## src/rtl/tbus_arbiter_pkg.sv

```systemverilog
// Shared types and defaults for the tristate bus arbiter.
// State encodings, default sizing and a counter-width helper.
package tbus_arbiter_pkg;

  localparam int DEF_N        = 4;
  localparam int DEF_MAX_HOLD = 16;
  localparam int DEF_TURN_CYC = 1;

  typedef enum logic [1:0] {
    S_IDLE  = 2'd0,
    S_GRANT = 2'd1,
    S_TURN  = 2'd2
  } state_e;

  function automatic int cnt_w(input int v);
    return (v > 1) ? $clog2(v) : 1;
  endfunction

endpackage

```

## src/rtl/tbus_arbiter_rr_pick.sv

```systemverilog
// Round-robin picker: first requester after last, wrapping mod N.
// Purely combinational.
module tbus_arbiter_rr_pick #(
  parameter  int N   = 4,
  localparam int IDW = $clog2(N)
) (
  input  logic [N-1:0]   req,
  input  logic [IDW-1:0] last,
  output logic           any,
  output logic [IDW-1:0] win
);

  function automatic logic [IDW-1:0] slot(
    input logic [IDW-1:0] base,
    input int             off
  );
    return IDW'((int'(base) + off) % N);
  endfunction

  // Scan from farthest to nearest so the nearest hit wins.
  always_comb begin
    any = |req;
    win = '0;
    for (int i = N; i >= 1; i--) begin
      if (req[slot(last, i)]) win = slot(last, i);
    end
  end

endmodule

```

## src/rtl/tbus_arbiter.sv

```systemverilog
// Round-robin owner select for the shared tristate bus.
// Registered one-hot enables with a turnaround gap between owners.
module tbus_arbiter
  import tbus_arbiter_pkg::*;
#(
  parameter  int N        = DEF_N,
  parameter  int MAX_HOLD = DEF_MAX_HOLD,
  parameter  int TURN_CYC = DEF_TURN_CYC,
  localparam int IDW      = $clog2(N)
) (
  input  logic           clk,
  input  logic           rst_n,
  input  logic [N-1:0]   req,
  output logic [N-1:0]   gnt,
  output logic [IDW-1:0] gnt_id,
  output logic           busy
);

  localparam int HW = cnt_w(MAX_HOLD);
  localparam int TW = cnt_w(TURN_CYC);

  localparam logic [HW-1:0] HOLD_TOP = HW'(MAX_HOLD - 1);
  localparam logic [TW-1:0] TURN_TOP = TW'(TURN_CYC - 1);

  localparam logic [N-1:0] ONE = {{(N-1){1'b0}}, 1'b1};

  state_e         state;
  logic [IDW-1:0] last;
  logic [HW-1:0]  hold_cnt;
  logic [TW-1:0]  turn_cnt;

  logic           pick_any;
  logic [IDW-1:0] pick_win;
  logic [N-1:0]   win_mask;
  logic           owner_req;
  logic           others_wait;
  logic           release_bus;

  tbus_arbiter_rr_pick #(
    .N (N)
  ) u_pick (
    .req  (req),
    .last (last),
    .any  (pick_any),
    .win  (pick_win)
  );

  assign win_mask    = ONE << pick_win;
  assign owner_req   = req[gnt_id];
  assign others_wait = |(req & ~gnt);

  // Preempt only when someone else is actually waiting.
  assign release_bus = !owner_req ||
                       (hold_cnt == HOLD_TOP && others_wait);

  always_ff @(posedge clk or negedge rst_n) begin
    if (!rst_n) begin
      state    <= S_IDLE;
      gnt      <= '0;
      gnt_id   <= '0;
      busy     <= 1'b0;
      last     <= IDW'(N - 1);
      hold_cnt <= '0;
      turn_cnt <= '0;
    end else begin
      unique case (state)
        S_IDLE: begin
          if (pick_any) begin
            state    <= S_GRANT;
            gnt      <= win_mask;
            gnt_id   <= pick_win;
            busy     <= 1'b1;
            last     <= pick_win;
            hold_cnt <= '0;
          end
        end
        S_GRANT: begin
          if (release_bus) begin
            state    <= S_TURN;
            gnt      <= '0;
            busy     <= 1'b0;
            turn_cnt <= '0;
          end else if (hold_cnt != HOLD_TOP) begin
            hold_cnt <= hold_cnt + 1'b1;
          end
        end
        S_TURN: begin
          if (turn_cnt != TURN_TOP) begin
            turn_cnt <= turn_cnt + 1'b1;
          end else if (pick_any) begin
            state    <= S_GRANT;
            gnt      <= win_mask;
            gnt_id   <= pick_win;
            busy     <= 1'b1;
            last     <= pick_win;
            hold_cnt <= '0;
          end else begin
            state <= S_IDLE;
          end
        end
        default: begin
          state <= S_IDLE;
          gnt   <= '0;
          busy  <= 1'b0;
        end
      endcase
    end
  end

endmodule

```

## config.mk

```make
export PLATFORM = sky130hd
export DESIGN_NAME = tbus_arbiter
export DESIGN_NICKNAME = d
export VERILOG_FILES = /design/src/rtl/tbus_arbiter_pkg.sv /design/src/rtl/tbus_arbiter_rr_pick.sv /design/src/rtl/tbus_arbiter.sv
export SDC_FILE = /design/constraint.sdc
export NUM_CORES = 1
export LEC_CHECK = 0
export ABC_AREA = 1
export BUFFER_PORTS_ARGS = -buffer_cell sky130_fd_sc_hd__buf_4
export CAP_MARGIN = 20
export CORE_UTILIZATION = 55
export CTS_BUF_LIST = sky130_fd_sc_hd__clkbuf_4 sky130_fd_sc_hd__clkbuf_8 sky130_fd_sc_hd__clkbuf_16
export DETAILED_ROUTE_END_ITERATION = 7
export PLACE_DENSITY = 0.75
export SETUP_SLACK_MARGIN = 0.15
export SYNTH_ARGS = -nofsm -noshare
export SYNTH_HDL_FRONTEND = slang
export SYNTH_SLANG_ARGS = --single-unit
```

## constraint.sdc

```tcl
create_clock -name clk -period 3 [get_ports clk]
set_input_delay 0.45 -clock clk [delete_from_list [all_inputs] [get_ports clk]]
set_output_delay 0.45 -clock clk [all_outputs]
set_load 0.05 [all_outputs]
```

Word level (Yosys, flattened, before mapping) --
Index checks and enable logic that the tools add are counted. W data, S select, Z words.
Storage, ports and cells: register bits after elaboration 16, output and inout bits 7, logic and storage cells 84
Operators by class: add/subtract/negate cells 6, magnitude comparators 5, eq/ne operators 9, shifts and indexed selects 1, muxes and demuxes 40, bitwise logic cells 2, reduce and logical (&&, ||, !) cells 14
Operators by type and width (number):
- $mux W4 | 7
- $pmux W4 S3 | 2
- $mux W2 | 11
- $lt A2 B3 Y1 const B | 5
- $bmux W1 S2 | 5
- $mux W1 | 10
- $ne A2 B2 Y1 const B | 5
- $pmux W2 S2 | 2
- $reduce_or A4 Y1 | 2
- $pmux W2 S3 | 1
- $reduce_and A2 Y1 | 3
- $add A2 B1 Y2 const B | 2
- $add A2 B2 Y2 const B | 2
- $add A4 B1 Y4 const B | 1
- $and A4 B4 Y4 | 1
- $eq A4 B4 Y1 const B | 1
- $ne A4 B4 Y1 const B | 1
- $not A4 Y4 | 1
- $reduce_and A4 Y1 | 1
- $reduce_bool A2 Y1 | 2
- $shl A1 B2 Y4 const A | 1
- $pmux W1 S3 | 1
- $reduce_and A3 Y1 | 1
- $reduce_bool A3 Y1 | 1
- 8 further kinds | 8

Logic depth before layout (Yosys ltp) --
Gate-level depths: netlist (run 1).
depth in word-level cells 11, depth in mapped cells 14, mapped depth without buffers 12

By module --
A second synthesis (run 1) with hierarchy kept.
Second synthesis, totals: cells, all modules 156, area total of the unflattened synthesis 1089.8 µm²
Modules (own cells, without submodules):
- tbus_arbiter | instances 1, cells an instance 105, area each 823.3 µm²
- tbus_arbiter_rr_pick | instances 1, cells an instance 51, area each 266.5 µm²

Worst setup path before layout (run 1) --
Ideal clock, no wire load.
path kind register -> register, from reg gnt_id[0], to reg hold_cnt[2], library setup time 0.117 ns, arrival time 1.441 ns, setup slack 1.442 ns, stages on the path, launching flop included 10, clock period less this slack 1.558 ns, cell sequence dfrtp_1 inv_1 a21oi_1 o21ai_0 nand2_1 nand2_1 nand2_1 nand2_1 nand2_1 nand2_1
Between the ends: longest elaborated chain between the ends 6
Ends and longest elaborated chain:
- start, declared | line tbus_arbiter.sv:15 | output logic [IDW-1:0] gnt_id,
- start signal, assigned | line tbus_arbiter.sv:71 | gnt_id <= pick_win;
- start signal, assigned | line tbus_arbiter.sv:93 | gnt_id <= pick_win;
- $bmux W1 S2 | line tbus_arbiter.sv:49 | assign owner_req = req[gnt_id];
- $mux W1 (not written as such) | line tbus_arbiter.sv:49
- $logic_not A1 Y1 | line tbus_arbiter.sv:53 | assign release_bus = !owner_req ||
- $logic_or A1 B1 Y1 | line tbus_arbiter.sv:53
- $ne A2 B2 Y1 (no line)
- $reduce_and A4 Y1 (no line)
- end signal, assigned | line tbus_arbiter.sv:84 | hold_cnt <= hold_cnt + 1'b1;
- end, declared | line tbus_arbiter.sv:29 | logic [HW-1:0] hold_cnt;
No other way between the ends. The select of a mux whose other input is x is not followed. A chain may end at the register's enable or synchronous reset.

Final worst setup path (run 1) --
from reg last[0], to reg gnt[0]
Between the ends: longest elaborated chain between the ends 11, elaborated cells on any way between the ends 20
Ends and longest elaborated chain:
- start, declared | line tbus_arbiter.sv:28 | logic [IDW-1:0] last;
- start signal, assigned | line tbus_arbiter.sv:62 | last <= IDW'(N - 1);
- start signal, assigned | line tbus_arbiter.sv:73 | last <= pick_win;
- start signal, assigned | line tbus_arbiter.sv:95 | last <= pick_win;
- $add A2 B1 Y2 | line tbus_arbiter_rr_pick.sv:17 | return IDW'((int'(base) + off) % N);
- $bmux W1 S2 | line tbus_arbiter_rr_pick.sv:25 | if (req[slot(last, i)]) win = slot(last, i);
- $mux W1 (not written as such) | line tbus_arbiter_rr_pick.sv:25
- $mux W2 (3 in a row) | line tbus_arbiter_rr_pick.sv:25
- $mux W2 * | line tbus_arbiter_rr_pick.sv:25
- $shl A1 B2 Y4 * | line tbus_arbiter.sv:48 | assign win_mask = ONE << pick_win;
- $mux W4 * | line tbus_arbiter.sv:68, tbus_arbiter.sv:90
- $mux W4 | line tbus_arbiter.sv:88 | if (turn_cnt != TURN_TOP) begin
- $pmux W4 S3 * | line tbus_arbiter.sv:66 | unique case (state)
- end signal, assigned | line tbus_arbiter.sv:70 | gnt <= win_mask;
- end signal, assigned | line tbus_arbiter.sv:92 | gnt <= win_mask;
- end, declared | line tbus_arbiter.sv:14 | output logic [N-1:0] gnt,
Mark *: on every way between the ends. The rest lies on a longest branch, timed or not. The select of a mux whose other input is x is not followed.

==> flow_metrics.env, run 1 <==
export IMPL_outcome="completed"
export IMPL_num_antenna_cells=0
export IMPL_viasPerCell=5.14
export IMPL_totalWireLength_mm=2.12
export IMPL_syn_inst=141
export IMPL_syn_to_final_growth_pct=12.0
export IMPL_p_switching_mw=0.693
export IMPL_p_per_area_nw_per_um2=1150
export IMPL_synth_largest_area_cell="dfrtp_1"
export IMPL_cellLeakagePower_nw=0.634
export IMPL_cp_arrival_ns=1.83
export IMPL_switching_share_pct=53.7
export IMPL_synth_nets=148
export IMPL_place_congestion=0.884
export IMPL_grt_start_max_net_pins=16
export IMPL_path_clk_slew_ns=0.09
export IMPL_ios=13
export IMPL_tightest_slew_ns=0.304
export IMPL_grt_pass1_vias=840
export IMPL_skew_ns=0.00403
export IMPL_coreArea_um2=1710
export IMPL_die_area_um2=2000
export IMPL_worstReg2RegStart="last[0]"
export IMPL_fin_tns_setup_ns=0
export IMPL_hold_viol_final=0
export IMPL_final_common_cell="nand2_1"
export IMPL_holdCritPathClass="input port to asynchronous set/reset pin"
export IMPL_worstSetupPathType="flip-flop to flip-flop"
export IMPL_internal_power_mw=0.598
export IMPL_track_usage_pct=23.5
export IMPL_cts_root_buf="clkbuf_4"
export IMPL_peakVddDrop_v=0.000725
export IMPL_placed_cell_area_um2=1090
export IMPL_syn_avg_cell_area_um2=7.11
export IMPL_yosysWarnings=0
export IMPL_drive_gt1_share_pct=25.2
export IMPL_max_freq_mhz=603
export IMPL_drv_cap=0
export IMPL_portBuffers=12
export IMPL_syn_area_um2=1000
export IMPL_combPwrFrac_pct=62.5
export IMPL_final_cells=180
export IMPL_worstSetupStartpointType="flip-flop"
export IMPL_hpwl_mm=1.67
export IMPL_power_frac_seq_pct=28.2
export IMPL_seq_area_frac_synth_pct=37.7
export IMPL_cts_path_max_buffers=2
export IMPL_cts_max_level=1
export IMPL_cts_setup_buffers=0
export IMPL_clock_sinks=15
export IMPL_rsz0062_at_grt="no"
export IMPL_critical_path_required_ns=3.17
export IMPL_grt_pass1_wl_mm=3.38
export IMPL_rr_worst_depth=9
export IMPL_yosys_top_cells_area="dfrtp_1 32%, nand2_1 21%, nand2_2 7.5%, dfstp_2 5.2%, nand3_1 5.0%"
export IMPL_initial_core_util_pct=58.7
export IMPL_drc=0
export IMPL_layout_common_cells="57 x nand2_1, 13 x dfrtp_1, 12 x inv_1, 12 x nand2_2, 12 x buf_4"
export IMPL_ctsHoldBuffers=0
export IMPL_pwr_share_clk_pct=9.4
export IMPL_slew_headroom_pct=79.7
export IMPL_cts_made_buffers=3
export IMPL_post_drt_wl_per_cell_um=11.8
export IMPL_slew_viol_final=0
export IMPL_min_period_over_period_pct=55.3
export IMPL_whs_ns=0.00761
export IMPL_row_count=15
export IMPL_fp_dieW_um=44.7
export IMPL_cp_max_fo=9
export IMPL_die_h_um=44.7
export IMPL_rrSetupSlack_ns=1.34
export IMPL_first_pass_iters=4
export IMPL_setup_ws_ns=1.34
export IMPL_ys_types=24
export IMPL_drt_initial_drc_count=31
export IMPL_fin_nets=163
export IMPL_grt_ovfl_total=0
export IMPL_synth_seq_cells=15
export IMPL_finish_utilization_pct=65.7
export IMPL_synth_top_cell_area_share_pct=32.5
export IMPL_finalPower_mw=1.29
export IMPL_final_area_um2=1120
export IMPL_cts_tree="yes"
export IMPL_num_vias=926
export IMPL_antenna_found_initial=0
export IMPL_ant_nets=0
export IMPL_end_kind="flip-flop"
export IMPL_r2r_end="gnt[0]"
export IMPL_place_ws_ns=1.33
export IMPL_period_needed_ns=1.66
export IMPL_cts_resized=0
export IMPL_finalSetupViolCount=0
export IMPL_placedCellCount=176
export IMPL_clk_latency_ns=0.28
==> flip-flops by register name (all words and copies together) (netlist names) <==
signal,count
busy,1
gnt,4
gnt_id,2
hold_cnt,4
last,2
state,2
==> power by group through the flow <==
stage                     Clock, mW  Sequential (mW)  Combinational (mW)
after floorplan                   0            0.449               0.572
after global placement            0            0.362               0.785
after detailed placement          0            0.366               0.799
after CTS                     0.124            0.362               0.802
after global routing          0.132            0.373               0.887
final                         0.121            0.364               0.806
==> area by class of cell <==
class / instances / area, um2
clock buffer: 4 / 30.0
multi-input combinational: 110 / 536
inverter: 14 / 57.6
timing repair buffer: 12 / 90.1
tap: 25 / 31.3
fill: 155 / 586
sequential: 15 / 378
==> worst max path at each step <==
stage                         start          end  slack [ns]  depth (start not counted)
after floorplan           gnt_id[0]  hold_cnt[2]        1.44                          9
after global placement       req[2]       gnt[0]        1.36                         11
after detailed placement     req[0]       gnt[0]        1.33                         11
after CTS                   last[0]       gnt[0]        1.38                          9
after global routing        last[0]       gnt[0]        1.25                          9
final                       last[0]       gnt[0]        1.34                          9
==> per-layer routing <==
layer  global-route usage [%]  part of all wire, %  up-vias
met5                        0                    0        -
met4                     13.9                  3.1        0
met3                     3.67                  4.7        8
met2                     39.4                   50       35
met1                     28.4                   42      412
li1                         -                    -      471
==> Yosys cell counts <==
cell type	n
buf_12	1
xnor2_1	1
a21oi_1	3
nand2_4	2
inv_2	1
nand2_1	57
o22ai_1	2
dfstp_2	2
nand3_1	10
ha_1	1
o21bai_1	2
nand4_1	1
nand2_2	12
buf_6	1
xor2_1	1
dfrtp_1	13
inv_6	1
inv_1	12
nand3_2	1
nor2_1	6
or2_2	1
o21ai_0	6
nand3b_1	1
nor2_2	3
==> cell families (layout without fill, tap and decap cells) <==
family	Yosys count	in the layout	synth area share (%)
compound gates	13	13	7.24
buf+inv	16	30	8.86
flops	15	15	37.7
fa+ha+maj	1	1	1.25
xor+xnor	2	2	1.75
simple gates	94	94	43.2
==> critical path: stages (launching register included) <==
cell and delay [ns]:
dfstp_2 0.65, nand2_1 0.10, nand2_1 0.13, nand2_2 0.07
nand2_2 0.10, nand2_2 0.06, o21bai_1 0.28, nor2_1 0.07
nand2_1 0.06, nand2_1 0.04
Note: power is estimated with default switching activity, not from simulation.
==> inputs of run 2 (changes only) <==
Settings changed: CORE_UTILIZATION 55 to 50, PLACE_DENSITY 0.75 to 0.72.
Clock period 3 ns to 1.4 ns, I/O delays scaled along.
==> flow_metrics.env, run 2 (synthesis gave the netlist of run 1 again) <==
export IMPL_cp_num_cells=11
export IMPL_path_cells="inv_6, nand2_1, nand2_2, nand2_2, nand2_2, nand2_2, nand2_1, nand2_1, nand2_2, nand2_2, o21ai_1"
export IMPL_crit_path_start="last[0]"
export IMPL_crit_buf_inv=1
export IMPL_min_period_over_period_pct=114
export IMPL_grt_start_max_net_pins=16
export IMPL_die_area_um2=2190
export IMPL_path_delay_family="simple AND/OR/NAND/NOR gates"
export IMPL_grt_pass1_vias=965
export IMPL_end_kind="flip-flop"
export IMPL_final_common_cell="nand2_1"
export IMPL_max_freq_mhz=626
export IMPL_row_count=15
export IMPL_totalWireLength_mm=2.79
export IMPL_initial_core_util_pct=55.6
export IMPL_path_clk_slew_ns=0.09
export IMPL_cts_max_level=1
export IMPL_p_per_area_nw_per_um2=2480
export IMPL_critical_path_required_ns=1.57
export IMPL_cp_max_fo=10
export IMPL_cp_arrival_ns=1.76
export IMPL_drive_gt1_share_pct=55.2
export IMPL_wl_met2_mm=1.41
export IMPL_num_vias=1088
export IMPL_slew_viol_final=0
export IMPL_skew_ns=0.00753
export IMPL_hpwl_mm=1.71
export IMPL_wl_met1_mm=1.14
export IMPL_worstReg2RegStart="last[0]"
export IMPL_grt_pass1_wl_mm=4.13
export IMPL_post_drt_wl_per_cell_um=14.0
export IMPL_cts_root_buf="clkbuf_4"
export IMPL_peakVddDrop_v=0.00150
export IMPL_ant_nets=0
export IMPL_cellLeakagePower_nw=0.747
export IMPL_crit_slowest_cell="dfstp_2"
export IMPL_cts_path_max_buffers=2
export IMPL_antenna_found_initial=0
export IMPL_violations="negative setup slack"
export IMPL_finalSetupViolCount=8
export IMPL_place_congestion=0.918
export IMPL_wl_met3_um=141
export IMPL_ios=13
export IMPL_grt_ovfl_total=0
export IMPL_clk_latency_ns=0.29
export IMPL_fin_nets=182
export IMPL_die_h_um=46.8
export IMPL_cts_tree="yes"
export IMPL_num_antenna_cells=0
export IMPL_coreArea_um2=1800
export IMPL_finish_utilization_pct=78.3
export IMPL_layout_common_cells="35 x nand2_1, 31 x nand2_2, 26 x buf_4"
export IMPL_period_needed_ns=1.60
export IMPL_worstSetupStartpointType="flip-flop"
export IMPL_top_layer="met4"
export IMPL_clock_sinks=15
export IMPL_fin_tns_setup_ns=-1.25
export IMPL_rsz0062_at_grt="yes"
export IMPL_tightest_slew_ns=0.293
export IMPL_setup_ws_ns=-0.197
export IMPL_rr_worst_depth=11
export IMPL_crit_top_cell="nand2_2"
export IMPL_first_pass_iters=4
export IMPL_drc=0
export IMPL_fp_dieW_um=46.8
export IMPL_fillers=123
export IMPL_holdCritPathClass="input port to asynchronous set/reset pin"
export IMPL_slew_headroom_pct=80.5
export IMPL_hold_viol_final=0
export IMPL_worstSetupPathType="flip-flop to flip-flop"
export IMPL_drt_initial_drc_count=30
export IMPL_largestRegisters="gnt x4, hold_cnt x4"
export IMPL_drv_cap=0
export IMPL_outcome="finished, violations left"
export IMPL_max_stage_delay_ns=0.63
export IMPL_viasPerCell=5.47
export IMPL_portBuffers=12
export IMPL_cts_made_buffers=3
export IMPL_track_usage_pct=26.8
export IMPL_syn_to_final_growth_pct=40.7
## run 2: layout make-up
class / count / area (um2) / share of cell area (%)
well taps: 25 / 31.3 / 2.22
inverters: 14 / 57.6 / 4.08
multi-input cells: 110 / 656 / 46.5
clock buffers: 4 / 30.0 / 2.13
flip-flops and latches: 15 / 385 / 27.3
repair buffers: 31 / 250 / 17.7
## run 2: final timing paths
kind,endpoint,slack [ns]
max in group asynchronous,last[0],0.85
max,gnt_id[0],-0.20
min,gnt[0],0.30
min reg2reg,busy,0.49
min in group clk,busy,0.49
max reg2reg,gnt_id[0],-0.20
## run 2: metal layers
metal,GRT usage (%),up-vias
li1,-,510
met2,42.8,46
met5,0,-
met1,35.6,519
met3,5.38,13
met4,11.4,0
## run 2: where the power goes
| group | leakage [nW] | switching, mW | internal (mW) | total (mW) |
|---|---|---|---|---|
| Combinational | 0.548 | 1.54 | 0.906 | 2.45 |
| Sequential | 0.181 | 0.148 | 0.629 | 0.777 |
| Clock | 0.0184 | 0.135 | 0.130 | 0.265 |
| Total | 0.747 | 1.83 | 1.67 | 3.49 |
## run 2: what timing repair did
action / 4_1_cts / 5_1_grt
resized for setup: 12 / 26
endpoints found under the hold margin: 15 / 0
hold buffers: 1 / 0
pin swaps: 17 / 9
setup endpoints to repair: 13 / 14
setup buffers: 5 / 3
## run 2: worst reg2reg max path, stage by stage (launching register included)
cell,delay (ns)
dfstp_2,0.63
inv_6,0.09
nand2_1,0.11
nand2_2,0.10
nand2_2,0.09
nand2_2,0.05
nand2_2,0.05
nand2_1,0.05
nand2_1,0.06
nand2_2,0.10
nand2_2,0.09
o21ai_1,0.07
## run 2: stage by stage
step	hold slack [ns]	setup WS (ns)	instance area [um2]	std cells	total power, mW
floorplan	-0.0856	-0.0621	1030	141	2.25
global placement	0.0717	-0.134	1190	186	2.66
detailed placement	0.0725	-0.172	1190	186	2.72
CTS	0.300	-0.143	1300	196	3.13
global route	0.331	-0.310	1410	199	3.74
finish	0.300	-0.197	1410	199	3.49
